$ cat src/rtl/load_store_unit.sv
// rtl/load_store_unit.sv - byte/half/word load-store unit over a word-addressed memory
// Optional statistics counters are built when LSU_STATS_EN is defined.
module load_store_unit #(
  parameter int AW = 32,
  parameter int DW = 32
) (
  input  logic          clk,
  input  logic          rst,
  input  logic          req_valid,
  output logic          req_ready,
  input  logic          req_write,
  input  logic [1:0]    req_size,
  input  logic          req_signed,
  input  logic [AW-1:0] req_addr,
  input  logic [DW-1:0] req_wdata,
  output logic          resp_valid,
  output logic [DW-1:0] resp_rdata,
  output logic          resp_err,
  output logic [AW-1:0] mem_address,
  output logic [DW-1:0] mem_writeData,
  output logic          mem_read,
  output logic          mem_write,
  input  logic [DW-1:0] mem_readdata,
  output logic [31:0]   stat_loads,
  output logic [31:0]   stat_stores,
  output logic [31:0]   stat_errors
);

  typedef enum logic [1:0] {IDLE, RD, WR, RESP} state_t;

  localparam logic [1:0] SZ_BYTE = 2'b00;
  localparam logic [1:0] SZ_HALF = 2'b01;
  localparam logic [1:0] SZ_WORD = 2'b10;

  state_t        state_q, state_d;
  logic [AW-1:0] addr_q;
  logic [1:0]    size_q;
  logic          write_q, signed_q, err_q;
  logic [DW-1:0] wdata_q, word_q;

  logic          req_err, accept;
  logic [DW-1:0] merged_word, load_data;
  logic [7:0]    load_byte;
  logic [15:0]   load_half;

  assign req_err = (req_size == 2'b11)
                 | ((req_size == SZ_HALF) & req_addr[0])
                 | ((req_size == SZ_WORD) & (|req_addr[1:0]));
  assign accept  = req_valid & req_ready;

  always_ff @(posedge clk) begin
    if (rst) begin
      state_q  <= IDLE;
      addr_q   <= '0;
      size_q   <= '0;
      write_q  <= 1'b0;
      signed_q <= 1'b0;
      err_q    <= 1'b0;
      wdata_q  <= '0;
      word_q   <= '0;
    end else begin
      state_q <= state_d;
      if (accept) begin
        addr_q   <= req_addr;
        size_q   <= req_size;
        write_q  <= req_write;
        signed_q <= req_signed;
        err_q    <= req_err;
        wdata_q  <= req_wdata;
      end
      if (state_q == RD) begin
        word_q <= mem_readdata;
      end
    end
  end

  always_comb begin
    state_d = state_q;
    case (state_q)
      IDLE: begin
        if (req_valid) begin
          if (req_err)                      state_d = RESP;
          else if (!req_write)              state_d = RD;
          else if (req_size == SZ_WORD)     state_d = WR;
          else                              state_d = RD;
        end
      end
      RD:      state_d = write_q ? WR : RESP;
      WR:      state_d = RESP;
      RESP:    state_d = IDLE;
      default: state_d = IDLE;
    endcase
  end

  // Sub-word stores splice the new lanes into the word fetched during RD.
  always_comb begin
    merged_word = word_q;
    case (size_q)
      SZ_BYTE: merged_word[{addr_q[1:0], 3'b000} +: 8]  = wdata_q[7:0];
      SZ_HALF: merged_word[{addr_q[1], 4'b0000} +: 16]  = wdata_q[15:0];
      default: merged_word = wdata_q;
    endcase
  end

  always_comb begin
    load_byte = word_q[{addr_q[1:0], 3'b000} +: 8];
    load_half = word_q[{addr_q[1], 4'b0000} +: 16];
    case (size_q)
      SZ_BYTE: load_data = signed_q ? {{24{load_byte[7]}}, load_byte} : {24'h0, load_byte};
      SZ_HALF: load_data = signed_q ? {{16{load_half[15]}}, load_half} : {16'h0, load_half};
      default: load_data = word_q;
    endcase
  end

  // Memory strobes are gated by rst so a reset landing on WR never commits a write.
  assign req_ready     = (state_q == IDLE);
  assign mem_read      = (state_q == RD) & ~rst;
  assign mem_write     = (state_q == WR) & ~rst;
  assign mem_address   = {addr_q[AW-1:2], 2'b00};
  assign mem_writeData = mem_write ? merged_word : '0;
  assign resp_valid    = (state_q == RESP) & ~rst;
  assign resp_err      = resp_valid & err_q;
  assign resp_rdata    = (resp_valid & ~err_q & ~write_q) ? load_data : '0;

`ifdef LSU_STATS_EN
  logic [31:0] loads_q, stores_q, errors_q;

  always_ff @(posedge clk) begin
    if (rst) begin
      loads_q  <= '0;
      stores_q <= '0;
      errors_q <= '0;
    end else if (state_q == RESP) begin
      if (err_q)        errors_q <= errors_q + 32'd1;
      else if (write_q) stores_q <= stores_q + 32'd1;
      else              loads_q  <= loads_q + 32'd1;
    end
  end

  assign stat_loads  = loads_q;
  assign stat_stores = stores_q;
  assign stat_errors = errors_q;
`else
  assign stat_loads  = 32'h0;
  assign stat_stores = 32'h0;
  assign stat_errors = 32'h0;
`endif

endmodule

$ cat config.mk
export PLATFORM = sky130hd
export DESIGN_NAME = load_store_unit
export DESIGN_NICKNAME = d
export VERILOG_FILES = /design/src/rtl/load_store_unit.sv
export SDC_FILE = /design/constraint.sdc
export NUM_CORES = 1
export LEC_CHECK = 0
export ABC_CLOCK_PERIOD_IN_PS = 4900
export CORE_MARGIN = 1
export CORE_UTILIZATION = 32
export DETAILED_ROUTE_END_ITERATION = 7
export SYNTH_ARGS = -nofsm -noshare
export SYNTH_HDL_FRONTEND = slang
export SYNTH_SLANG_ARGS = --single-unit
$ cat constraint.sdc
create_clock -name clk -period 4.9 [get_ports clk]
set_clock_uncertainty 0.1 [all_clocks]
set_input_delay 1.47 -clock clk [delete_from_list [all_inputs] [get_ports clk]]
set_output_delay 1.47 -clock clk [all_outputs]
set_load 0.02 [all_outputs]
==> run_results.csv, run 1 <==
group,metric,value,unit
min_path,hold_path_class,"flop to flop",
drt,drc,0,
placement,dp_hpwl,15900,µm
worst_setup_path,cp.required,3.33,ns
clock_network,cts-root-buf,"clkbuf_16",
worst_setup_path,r2r_start,"state_q[0]",
placement,dpl-instance-area,8250,µm²
power,ir_drop,0.000193,V
drt,first_pass_iters,5,
finish,syn_to_final_growth,31.7,%
drt,ant_nets,0,
yosys,async_flop_share,0,%
clock_network,post-cts-setup-buffers,0,
worst_setup_path,crit_fanout,14,
yosys,synth_top_area_cell,"dfxtp_1",
worst_setup_path,r2r_slack,2.65,ns
worst_setup_path,cp-end-kind,"primary output",
yosys,synth.avg_cell_area,7.66,µm²
drt,dr.first_iter.drc_count,472,
finish,drive_gt1_share,6.85,%
drt,drt_wl_total,21200,µm
finish,final_common_cell,"nand2_1",
worst_setup_path,critPathLaunchType,"input pin",
die,die_h,145,µm
global_routing,first_global_vias,5505,
clock_network,clkLatencyLatePin,0.35,ns
yosys,synth_top_cell_area_share,31.7,%
yosys,synth_cells,849,
timing,finalCritPeriodShare,98.5,%
timing,finalSetupViolCount,0,
clock_network,cts_resized,18,
yosys,synth-edff-count,0,
finish,diodes,0,
global_routing,overflow,0,
finish,postLayoutCellArea,8560,µm²
yosys,ys_ff_latch,103,
finish,fin_util,43.4,%
finish,instances_no_fill,1272,
die,initial_core_util,33.0,%
timing,hold_viol_final,0,
worst_setup_path,crit_start,"rst",
power,p_leak,3.42,nW
finish,nNetsFinal,1114,
power,power,3.49,mW
timing,postLayoutSetupSlackWorst,0.0734,ns
finish,mostFrequentLayoutCells,"nand2_1 (196), clkdlybuf4s50_1 (173), dfxtp_1 (103)",
placement,gp_congestion,0.923,
die,die_area,20900,µm²
min_path,worstHoldStart,"addr_q[8]",
clock_network,hold_buffers,0,
clock_network,htreeDepth,3,
placement,place_inst,1256,
global_routing,grt_max_degree,73,
placement,portBuffers,201,
yosys,synthFlopType,"dfxtp_1",
die,rows,51,
drt,vias_per_cell,4.74,
timing,period_needed,4.83,ns
timing,fmax,207,MHz
worst_setup_path,critical_path_class,"input pin to primary output",
yosys,yosys.cell_types.count,43,
placement,pre_cts_ws,-0.0561,ns
yosys,synth_area_leaders,"dfxtp_1 (32%), buf_4 (15%), nand2_1 (11%)",
drt,num_vias,6030,
power,p_per_area,407,nW/µm²
timing,grt_setup_unrepaired,"false",
worst_setup_path,crit_arrival,3.26,ns
yosys,ys_seq_area_share,31.7,%
die,die_x,145,µm
status,status,"completed",
clock_network,clock-sinks,103,
timing,slew_headroom,47.9,%
timing,worst_slew_pin_slew,0.782,ns
clock_network,clk_pin_slew,0.08,ns
die,io_pins,300,
yosys,yosys_warnings,0,
global_routing,antenna_found_initial,1,
global_routing,grt_usage,20.4,%
clock_network,cts_tree,"done",
global_routing,grt_pass1_wl,32100,µm
clock_network,cts_max_path_buffers,2,
timing,drv_slew,0,
run,cap_violations,0,
clock_network,numCtsBuffers,9,
die,core_area,19700,µm²
drt,wl_per_cell,16.7,µm
yosys,syn_area,6500,µm²
[state kept, by name, indices dropped and copies added (netlist names)]
signal / flops
wdata_q: 32
write_q: 1
addr_q: 32
state_q: 2
size_q: 2
signed_q: 1
word_q: 32
err_q: 1
[where the power goes]
group	leakage, nW	internal (mW)	switching [mW]
clock	0.155	0.419	0.354
sequential	0.843	1.01	0.231
combinational	2.42	0.603	0.866
[cell usage after synthesis (5+ instances only)]
cell	instances
mux2i_1	50
o221ai_1	8
buf_4	128
o21ai_0	34
a222oi_1	8
dfxtp_1	103
buf_2	7
clkbuf_1	40
a22o_1	23
inv_1	30
a221oi_1	8
nand2_1	197
mux4_2	5
buf_1	7
o221ai_2	8
a21oi_1	80
nor2b_1	5
nor3_1	10
o22ai_1	8
ha_1	9
nor2_1	51
[metal layers]
layer  GRT usage, %  wire [µm]  vias up
li1               -          -     2962
met1           26.4       9240     2759
met2           32.6       9620      287
met3           5.96       2000       20
met4           6.20        371        2
met5              0         15        -
[path summary, 6_finish.rpt]
kind | endpoint | depth (start not counted)
setup / recovery | resp_rdata[5] | 6
hold reg to reg | addr_q[8] | 2
setup reg to reg | wdata_q[25] | 6
hold / removal | addr_q[8] | 2
[critical path, stage by stage]
cell and delay, ns:
buf_4 0.12, or4b_1 0.46, buf_4 0.18, buf_12 0.14, nor3_1 0.23, clkdlybuf4s50_1 0.64
[stage by stage]
| step | hold slack, ns | setup TNS [ns] |
|---|---|---|
| after CTS | 0.356 | 0 |
| after floorplan | 0.336 | 0 |
| after global routing | 0.376 | 0 |
| final | 0.354 | 0 |
| after global placement | 0.341 | -0.435 |
| after detailed placement | 0.346 | -0.770 |
[logic make-up (layout without fill, tap and decap cells)]
| logic type | count (synthesis) | after routing | synth area share (%) |
|---|---|---|---|
| AND/OR/NAND/NOR | 279 | 279 | 17.4 |
| buffers and inverters | 215 | 276 | 20.2 |
| AO/OA/AOI/OAI | 185 | 185 | 18.7 |
| flip-flops | 103 | 103 | 31.7 |
| multiplexers | 57 | 57 | 10.2 |
| adder cells (fa/ha/maj) | 9 | 9 | 1.73 |
| other | 1 | 98 | 0.0576 |
[final cells by class]
class / instances / area [µm²]
clock buffers: 10 / 239
multi-input cells: 628 / 3510
inverters: 31 / 116
clock inverters: 6 / 76.3
fillers: 2066 / 11200
well taps: 265 / 332
repair buffers: 229 / 2230
flip-flops and latches: 103 / 2060
(Power assumes the default switching activity.)
==> run 2, diff against run 1 <==
--- a/config.mk
+++ b/config.mk
@@ -7,8 +7,9 @@
 export LEC_CHECK = 0
 export ABC_CLOCK_PERIOD_IN_PS = 4900
 export CORE_MARGIN = 1
-export CORE_UTILIZATION = 32
+export CORE_UTILIZATION = 42
 export DETAILED_ROUTE_END_ITERATION = 7
+export PLACE_DENSITY = 0.81
 export SYNTH_ARGS = -nofsm -noshare
 export SYNTH_HDL_FRONTEND = slang
 export SYNTH_SLANG_ARGS = --single-unit
==> run 2 against run 1 <==
Against the previous run:
- maximum frequency is 0.10% higher
- hold slack worse by 0.00083 ns
- final cell count is 6.7% lower
- sequential share of layout area is 0.36 points higher
- register-to-register slack better by 0.12 ns
- sequential power hardly changed
- wire length is 5.7% lower
- global-route usage is 4.3 points higher
- clock-buffer cell count is 1 lower
- combinational power hardly changed
- critical path type unchanged
==> run_results.csv, run 2 (same netlist as run 1, synthesis figures left out) <==
group,metric,value,unit
drt,drt_wl_total,20000,µm
die,rows,45,
drt,first_pass_iters,7,
global_routing,antenna_found_initial,0,
finish,final_common_cell,"nand2_1",
worst_setup_path,cp.required,3.33,ns
placement,gp_congestion,0.899,
timing,drv_slew,0,
die,core_area,15100,µm²
worst_setup_path,r2r_start,"state_q[0]",
timing,hold_viol_final,0,
drt,wl_per_cell,16.9,µm
die,die_area,16000,µm²
timing,worst_slew_pin_slew,0.944,ns
finish,top_regs,"addr_q: 32 flops, wdata_q: 32 flops, word_q: 32 flops",
die,die_h,126,µm
status,status,"completed",
worst_setup_path,r2r_slack,2.77,ns
timing,slew_headroom,36.7,%
drt,drc,0,
timing,worst_hold_slack,0.353,ns
die,initial_core_util,42.9,%
min_path,worstHoldPathCells,2,
finish,nNetsFinal,1106,
finish,diodes,0,
power,p_per_area,400,nW/µm²
clock_network,htreeDepth,3,
placement,pre_cts_ws,-0.0818,ns
global_routing,grt_pass1_wl,30600,µm
clock_network,cts_max_path_buffers,2,
worst_setup_path,critical_path_class,"input pin to primary output",
placement,dp_hpwl,14900,µm
finish,drive_gt1_share,5.91,%
worst_setup_path,reg2regPathDepth,6,
global_routing,first_global_vias,5676,
die,io_pins,300,
placement,portBuffers,201,
worst_setup_path,cp-end-kind,"primary output",
timing,period_needed,4.82,ns
min_path,hold_path_class,"flop to flop",
clock_network,clkLatencyLatePin,0.35,ns
global_routing,grt_usage,24.7,%
worst_setup_path,r2r-end,"wdata_q[11]",
die,die_x,126,µm
global_routing,grt_max_degree,79,
timing,grt_setup_unrepaired,"false",
drt,ant_nets,0,
drt,dr.first_iter.drc_count,448,
power,p_leak,3.45,nW
drt,num_vias,6099,
min_path,worstHoldStart,"addr_q[23]",
clock_network,clock-sinks,103,
worst_setup_path,crit_fanout,4,
worst_setup_path,crit_arrival,3.25,ns
timing,fmax,207,MHz
drt,vias_per_cell,5.14,
clock_network,cts-root-buf,"clkbuf_16",
timing,finalCritPeriodShare,98.4,%
finish,syn_to_final_growth,29.7,%
clock_network,post-cts-setup-buffers,0,
timing,postLayoutSetupSlackWorst,0.0784,ns
clock_network,numCtsBuffers,9,
power,power,3.38,mW
global_routing,overflow,0,
run,cap_violations,0,
min_path,hold_end,"addr_q[23]",
power,ir_drop,0.000250,V
worst_setup_path,critPathLaunchType,"input pin",
clock_network,clk_pin_slew,0.07,ns
clock_network,cts_tree,"done",
finish,mostFrequentLayoutCells,"nand2_1 (196), clkdlybuf4s50_1 (184), dfxtp_1 (103)",
timing,finalSetupViolCount,0,
## run 2: changes by cell type in the layout (fill, tap and decap cells not counted), sizes merged
cell	before	now
clkbuf	10	9
bufinv	1	0
inv	33	34
clkinv	3	4
clkdlybuf4s50	173	184
dlygate4sd2	18	1
buf	32	21
dlymetal6s2s	6	15
## run 2: what timing repair did
item,in CTS,in global routing
gates resized for setup,2,17
setup endpoints to repair,21,28
hold buffers,0,0
## run 2: worst max path at each step
stage / from / to / slack [ns]
2_1_floorplan: rst / resp_rdata[13] / 0.33
3_3_place_gp: rst / resp_rdata[22] / -0.02
3_5_place_dp: rst / resp_rdata[23] / -0.08
4_1_cts: rst / resp_rdata[27] / 0.03
5_1_grt: rst / resp_rdata[12] / 0.02
6_report: rst / resp_rdata[7] / 0.08
## run 2: final cells by class
type | instances | area, µm²
Inverter | 31 | 116
Tap cell | 188 | 235
Timing Repair Buffer | 221 | 2230
Sequential cell | 103 | 2060
Multi-Input combinational cell | 628 | 3510
Clock inverter | 7 | 53.8
Clock buffer | 9 | 225
Fill cell | 1438 | 6710
## run 2: per-stage QoR
| step | setup TNS, ns | util, % | instance area [µm²] | cells |
|---|---|---|---|---|
| 2_1_floorplan | 0 | - | 6870 | 946 |
| 3_3_place_gp | -0.194 | 53.6 | 8110 | 1171 |
| 3_5_place_dp | -0.944 | 53.6 | 8110 | 1171 |
| 4_1_cts | 0 | 55.4 | 8390 | 1187 |
| 5_1_grt | 0 | 55.7 | 8440 | 1187 |
| 6_report | 0 | 55.7 | 8440 | 1187 |
## run 2: worst max-delay path, stage by stage
cell and delay (ns):
buf_4 0.11, or4b_4 0.52, a221o_1 0.28, a31oi_1 0.21, clkdlybuf4s50_1 0.65
## run 2: power breakdown
| part | switching [mW] | internal (mW) |
|---|---|---|
| combinational | 0.847 | 0.592 |
| clock | 0.337 | 0.350 |
| sequential | 0.240 | 1.01 |
| total | 1.42 | 1.96 |
## run 2: routing by layer
layer	wire [µm]	part of all wire (%)	global-route usage, %
met1	7890	39	28.9
met2	9130	46	40.4
met3	2350	12	9.70
met4	666	3.3	9.99
met5	0	0	0
==> run 3, diff against run 2 <==
==> config.mk (replaced) <==
export PLATFORM = sky130hd
export DESIGN_NAME = load_store_unit
export DESIGN_NICKNAME = d
export VERILOG_FILES = /design/src/rtl/load_store_unit.sv
export SDC_FILE = /design/constraint.sdc
export NUM_CORES = 1
export LEC_CHECK = 0
export ABC_CLOCK_PERIOD_IN_PS = 4300
export CORE_MARGIN = 1
export CORE_UTILIZATION = 38
export DETAILED_ROUTE_END_ITERATION = 7
export PLACE_DENSITY = 0.78
export SYNTH_ARGS = -nofsm -noshare
export SYNTH_HDL_FRONTEND = slang
export SYNTH_SLANG_ARGS = --single-unit
==> constraint.sdc (replaced) <==
create_clock -name clk -period 4.3 [get_ports clk]
set_clock_uncertainty 0.1 [all_clocks]
set_input_delay 1.29 -clock clk [delete_from_list [all_inputs] [get_ports clk]]
set_output_delay 1.29 -clock clk [all_outputs]
set_load 0.02 [all_outputs]
==> run 3 against run 2 <==
Against the previous run:
- combinational power grew 17%
- power increased by 17%
- worst setup slack worse by 0.0065 ns
- via count about the same
- highest routed layer unchanged
- clock-buffer cell count unchanged
- largest power group unchanged
- cell area increased by 1.1%
- critical path depth is 1 higher
- global-route usage shrank 1.9 points
- hold slack better by 0.0013 ns
- clock power grew 27%
- final cell count rose by 3.8%
==> run_results.csv, run 3 (same netlist as run 1, synthesis figures left out) <==
group,metric,value,unit
worst_setup_path,reg2regPathDepth,6,
die,io_pins,300,
finish,instances_no_fill,1232,
drt,wl_per_cell,16.6,µm
die,die_area,17600,µm²
clock_network,htreeDepth,3,
timing,hold_viol_final,0,
status,status,"completed",
timing,drv_slew,0,
worst_setup_path,cpMostUsedCell,"buf_4",
power,ir_drop,0.000256,V
worst_setup_path,critical_path_class,"input pin to primary output",
die,die_x,133,µm
finish,syn_to_final_growth,31.2,%
drt,dr.first_iter.drc_count,427,
power,p_leak,3.54,nW
placement,pre_cts_ws,-0.329,ns
global_routing,grt_max_degree,91,
timing,period_needed,4.23,ns
worst_setup_path,critPathLaunchType,"input pin",
power,p_per_area,464,nW/µm²
drt,drt_wl_total,20400,µm
placement,portBuffers,201,
global_routing,overflow,0,
worst_setup_path,cp.required,2.91,ns
min_path,hold_end,"wdata_q[28]",
clock_network,clock-sinks,103,
die,initial_core_util,39.1,%
timing,worst_hold_slack,0.355,ns
clock_network,cts-root-buf,"clkbuf_16",
timing,worst_slew_pin_slew,1.00,ns
worst_setup_path,cpMaxStageDelayCell,"or4b_4",
worst_setup_path,cp-end-kind,"primary output",
finish,diodes,0,
global_routing,first_global_vias,5636,
finish,top_regs,"addr_q: 32 flops, wdata_q: 32 flops, word_q: 32 flops",
finish,nNetsFinal,1119,
worst_setup_path,cpPeakStageDelay,0.51,ns
clock_network,numCtsBuffers,9,
timing,finalSetupViolCount,0,
power,power,3.96,mW
worst_setup_path,crit_arrival,2.84,ns
clock_network,clkLatencyLatePin,0.35,ns
drt,num_vias,6093,
die,die_h,133,µm
finish,postLayoutCellArea,8530,µm²
worst_setup_path,r2r-end,"wdata_q[6]",
finish,drive_gt1_share,9.29,%
drt,vias_per_cell,4.95,
timing,slew_headroom,33.2,%
timing,finalCritPeriodShare,98.3,%
timing,postLayoutSetupSlackWorst,0.0719,ns
global_routing,grt_pass1_wl,31200,µm
clock_network,cts_tree,"done",
finish,multi_input_area,3510,µm²
worst_setup_path,r2r_slack,2.18,ns
clock_network,cts_max_path_buffers,2,
finish,final.fill_count,1601,
worst_setup_path,crit_chain,"buf_4, or4b_4, buf_4, buf_4, nor3_1, dlygate4sd1_1",
placement,gp_congestion,0.887,
die,core_area,16600,µm²
drt,ant_nets,0,
global_routing,antenna_found_initial,0,
finish,mostFrequentLayoutCells,"nand2_1 (196), clkdlybuf4s50_1 (137), dfxtp_1 (103)",
run,cap_violations,0,
worst_setup_path,crit_fanout,10,
finish,final_common_cell,"nand2_1",
die,rows,47,
placement,dp_hpwl,15400,µm
placement,place_inst,1216,
min_path,worstHoldStart,"wdata_q[28]",
min_path,worstHoldPathCells,2,
drt,drc,0,
global_routing,grt_usage,22.8,%
finish,area.sequential,2060,µm²
timing,fmax,237,MHz
clock_network,post-cts-setup-buffers,0,
min_path,hold_path_class,"flop to flop",
worst_setup_path,path_delay_family,"buffers and inverters",
worst_setup_path,r2r_start,"state_q[0]",
clock_network,clk_pin_slew,0.08,ns
worst_setup_path,crit_buf_inv,4,
timing,grt_setup_unrepaired,"false",
clock_network,hold_buffers,0,
placement,dpl-instance-area,8230,µm²
worst_setup_path,crit_start,"rst",
drt,first_pass_iters,7,
[run 3: changes by cell type in the layout (fill, tap and decap cells not counted), moves of 2 or more]
cell             before  now
clkinv_2              2    0
clkdlybuf4s15_1       0    2
dlymetal6s2s_1       15    8
clkdlybuf4s50_1     184  137
clkdlybuf4s15_2       0   13
buf_4                18   38
inv_8                 0    3
inv_6                 3    0
clkinvlp_4            0    2
dlygate4sd2_1         1   28
clkbuf_2              0    4
[run 3: per-layer routing]
metal  wire length (µm)  GRT usage (%)
met5                  0              0
met3               2020           8.28
met1               8440           27.9
met2               9410           36.7
met4                531           8.17
[run 3: worst min-delay path: stages, from the launching register on]
cell,delay (ns)
dfxtp_1,0.31
nand2_1,0.05
a21oi_1,0.05
[run 3: stage by stage]
step | setup TNS (ns) | utilization (%)
detailed placement | -9.65 | 49.5
global route | 0 | 51.3
floorplan | 0 | -
finish | 0 | 51.3
CTS | 0 | 51.2
global placement | -8.83 | 49.5
[run 3: report_power, final]
part / internal [mW] / switching (mW) / leakage [nW]
clock: 0.465 / 0.405 / 0.148
sequential: 1.15 / 0.250 / 0.843
combinational: 0.699 / 0.988 / 2.55
[run 3: cell type report]
class                           instances  area share (%)
Clock buffer                            9            2.64
Clock inverter                          7            1.03
Inverter                               31            1.39
Multi-Input combinational cell        628            41.1
Sequential cell                       103            24.2
Tap cell                              220            3.23
Timing Repair Buffer                  234            26.5
[run 3: how the worst max path moves through the flow]
stage	cells after the start	to	slack, ns
3_3_place_gp	8	resp_rdata[17]	-0.30
6_report	6	resp_rdata[4]	0.07
5_1_grt	6	resp_rdata[5]	0.001
2_1_floorplan	5	resp_rdata[13]	0.09
3_5_place_dp	8	resp_rdata[29]	-0.33
4_1_cts	6	resp_rdata[5]	0.0004
[run 3: repair_timing]
action,in CTS,in global routing
gates cloned,0,0
setup endpoints to repair,49,33
gates resized for setup,83,14
pin swaps,0,0
hold endpoints to repair,0,0
==> edit 1, RTL diff (config.mk and constraints of run 3) <==
Encoding of `state_t`: now one-hot (4 bits for 4 states).
--- a/src/rtl/load_store_unit.sv
+++ b/src/rtl/load_store_unit.sv
@@ -26,7 +26,7 @@
   output logic [31:0]   stat_errors
 );
 
-  typedef enum logic [1:0] {IDLE, RD, WR, RESP} state_t;
+  typedef enum logic [3:0] {IDLE = 4'b0001, RD = 4'b0010, WR = 4'b0100, RESP = 4'b1000} state_t;
 
   localparam logic [1:0] SZ_BYTE = 2'b00;
   localparam logic [1:0] SZ_HALF = 2'b01;
Check against the original RTL: same outputs for any inputs over 10 cycles, from zero or initial values and one cycle with rst high; not proved beyond that.
==> edit 1 against run 3 <==
- via count up 7.9%
- fmax down 0.26%
- area after synthesis down 0.98%
- hold slack worse by 2.3 ps
- synthesized cell count up 7.3%
- sequential cell count up 2
- setup slack worse by 11 ps
- sequential share of layout area up 1.2 points
- register-to-register slack worse by 40 ps
- wire length up 7.3%
- cell area down 2.8%
- core utilization down 1.3 points
Power is not compared: it rests on default switching activity, and its combinational part moved more than twofold at a synthesized area within 25%.
==> edit 1: results (changes against run 3) <==
| Metric | Value |
|---|---|
| Dpl cell area | `8070 sq um (was 8230 sq um)` |
| Worst r2r src | `state_q[3] (was state_q[0])` |
| Top cells by area, synth | `dfxtp_1 33%, buf_4 15%, nand2_1 15%, a21oi_1 8.6%, a221oi_1 4.2% (was dfxtp_1 32%, buf_4 15%, nand2_1 11%, mux2i_1 7.7%, a21oi_1 6.2%)` |
| Final Net Count | `1161 (was 1119)` |
| Via count | `6576 (was 6093)` |
| Maximum clock frequency | `0.236 GHz (was 0.237 GHz)` |
| Status | `finished clean (unchanged)` |
| CP max stage cell | `or4_1 (was or4b_4)` |
| Leading post-synthesis cells by instance count | `255 x nand2_1, 130 x buf_4, 111 x a21oi_1 (was 197 x nand2_1, 128 x buf_4, 103 x dfxtp_1)` |
| Met2 Use GR | `0.410 (was 0.367)` |
| Via density | `5.15 (was 4.95)` |
| Flop-to-flop setup slack | `2140 ps (was 2180 ps)` |
| Worst setup endpoint | `mem_writeData[17] (was resp_rdata[4])` |
| Number of global-route vias before repair | `6233 (was 5636)` |
| Critical path arrival | `2850 ps (was 2840 ps)` |
| Biggest cell delay along the critical path | `450 ps (was 510 ps)` |
| Seq/Total Area, Yosys | `0.326 (was 0.317)` |
| Detail Placement HPWL | `16.2 mm (was 15.4 mm)` |
| Post-synthesis mux area share | `0.00311 (was 0.102)` |
| Layout cells sized above 1 | `0.0699 (was 0.0929)` |
| Placer Congestion | `0.908 (was 0.887)` |
| First-pass GRT wire length | `34.1 mm (was 31.2 mm)` |
| Worst-Margin Slew | `763 ps (was 1000 ps)` |
| GR Layer Usage met3 | `0.0761 (was 0.0828)` |
| Avg Cell Area, Syn | `7.07 sq um (was 7.66 sq um)` |
[edit 1: cell types whose count changed in the layout (fill, tap and decap cells not counted), moves of 22 or more]
cell	before	now
a21oi_1	80	111
a221oi_1	8	30
a22o_1	23	0
dlygate4sd2_1	28	57
mux2i_1	50	2
nand2_1	196	254
nor2_1	51	11
o22ai_1	8	31
[edit 1: through the flow]
stage | hold slack, ps | setup TNS [ps]
after global placement | 341 | -9430
final | 353 | 0
after global routing | 380 | 0
after detailed placement | 346 | -9960
after CTS | 356 | -1.09
after floorplan | 336 | 0
[edit 1: worst min path at each step]
stage,startpoint,to,slack (ps)
6_report,addr_q[6],addr_q[6],350
5_1_grt,wdata_q[16],wdata_q[16],380
4_1_cts,addr_q[2],addr_q[2],360
3_5_place_dp,addr_q[16],addr_q[16],350
3_3_place_gp,addr_q[29],addr_q[29],340
2_1_floorplan,wdata_q[21],wdata_q[21],340
[edit 1: where the power goes]
group | internal (mW) | leakage, nW | switching, mW
Clock | 0.405 | 0.136 | 0.406
Sequential | 1.02 | 0.857 | 0.0577
Combinational | 0.219 | 2.30 | 0.339
[edit 1: layout make-up]
type	count	area [sq um]	area share
Tap cell	220	275	0.0332
Timing Repair Buffer	230	2160	0.261
Clock inverter	7	63.8	0.00769
Inverter	32	120	0.0145
Clock buffer	9	225	0.0272
Sequential cell	105	2100	0.254
Multi-Input combinational cell	675	3340	0.403
[edit 1: metal layers]
layer  up-vias  share of wire  routed length [um]
li1       3150              -                   -
met1      2957           0.40                8650
met2       404           0.45                9900
met3        63           0.11                2350
met4         2          0.045                 976
met5         -        0.00050                  11
[edit 1: timing repair]
| action | in CTS | in global routing |
|---|---|---|
| hold endpoints to repair | 0 | 0 |
| gates resized for setup | 64 | 11 |
| cloned | 0 | 0 |
| endpoints found under the setup margin | 62 | 7 |
==> edit 2, RTL diff (flow settings as in run 3) <==
Without the edit above. Add a define of `LSU_STATS_EN`.
--- a/src/rtl/load_store_unit.sv
+++ b/src/rtl/load_store_unit.sv
@@ -1,5 +1,7 @@
 // rtl/load_store_unit.sv - byte/half/word load-store unit over a word-addressed memory
 // Optional statistics counters are built when LSU_STATS_EN is defined.
+`define LSU_STATS_EN
+
 module load_store_unit #(
   parameter int AW = 32,
   parameter int DW = 32
Function: changed (a bounded check fails within 4 cycles, from zero or initial values and one cycle with rst high).
==> edit 2 against run 3 <==
- the run now ends with DRC left
- critical path type unchanged
- fmax about the same
- hold slack better by 1.8 ps
- critical endpoint is now resp_rdata[30]
- cell area increased by 64%
- power rose by 44%
- sequential cell count rose by 96
- largest power group is now registers
- count of clock-buffer cells in the layout up 9
- area after synthesis up 57%
- wire length increased by 63%
- setup slack got worse by 0.61 ps
==> edit 2: results (changes against run 3) <==
| Metric | Value |
|---|---|
| Non-clock buffer share | `0.234 (was 0.265)` |
| Clk_buf instances | `18 (was 9)` |
| Via density | `5.70 (was 4.95)` |
| Residual DRC | `15 (was 0)` |
| Met2 Use GR | `0.385 (was 0.367)` |
| Fill count | `2384 (was 1601)` |
| Failing checks | `DRC` |
| Final Net Count | `1606 (was 1119)` |
| Placed insts | `1807 (was 1216)` |
| Register area | `3990 sq um (was 2060 sq um)` |
| Status | `complete, but fails checks (was finished clean)` |
| Met3 WL | `2.77 mm (was 2.02 mm)` |
| Post-CTS sizing | `14 (was 83)` |
| Post-route cell area | `14000 sq um (was 8530 sq um)` |
| Leakage power | `5.04 nW (was 3.54 nW)` |
| Distinct cells, synth | `57 (was 43)` |
| H-Tree Level Count | `4 (was 3)` |
| DR WL met2 | `15.4 mm (was 9.41 mm)` |
| First-pass DRT Iterations | `8 (was 7)` |
| Routed Wire Length | `33.3 mm (was 20.4 mm)` |
| Final setup margin | `71.3 ps (was 71.9 ps)` |
| Synth Area in Compound Gates | `0.202 (was 0.187)` |
| Post-synthesis adder-cell area fraction | `0.0147 (was 0.0173)` |
| GRT Total Usage | `0.238 (was 0.228)` |
| RR Endpoint | `stat_errors[31] (was wdata_q[6])` |
| Post-Syn Instances | `1271 (was 849)` |
| GR met1 Demand/Resource | `0.306 (was 0.279)` |
| Worst hold slack | `357 ps (was 355 ps)` |
| TritonCTS Sinks | `199 (was 103)` |
| GR Layer Usage met3 | `0.0603 (was 0.0828)` |
| Top cells by area, synth | `dfxtp_1 39%, a21oi_1 7.1%, nand2_1 7.0%, mux2i_1 4.1%, nor2_1 3.6% (was dfxtp_1 32%, buf_4 15%, nand2_1 11%, mux2i_1 7.7%, a21oi_1 6.2%)` |
| Worst-Margin Slew | `897 ps (was 1000 ps)` |
| Count of multi-input gates | `918 (was 628)` |
## edit 2: changes by cell type after synthesis, moves of 15 or more
cell / change
o31ai_1: +34
or3_1: +30
a22o_1: -15
a221oi_1: +22
nand3_1: +31
nor2_1: +48
nand4_1: +25
a21o_1: +18
xor2_1: +20
or4_1: +38
buf_4: -94
dfxtp_1: +96
a21oi_1: +64
clkbuf_1: +39
## edit 2: worst max path at each step
stage / from / endpoint / slack, ps / cells after the start
2_1_floorplan: rst / resp_rdata[6] / 90 / 4
3_3_place_gp: rst / resp_rdata[9] / 50 / 6
3_5_place_dp: rst / resp_rdata[6] / -50 / 5
4_1_cts: rst / resp_rdata[11] / 10 / 6
5_1_grt: addr_q[0] / mem_writeData[19] / -30 / 7
6_report: rst / resp_rdata[30] / 70 / 6
## edit 2: critical path, stage by stage
cell             delay, ps
buf_6                  110
nand2b_1               230
a2111oi_4              320
buf_12                 200
a21o_1                  90
clkdlybuf4s50_1        600
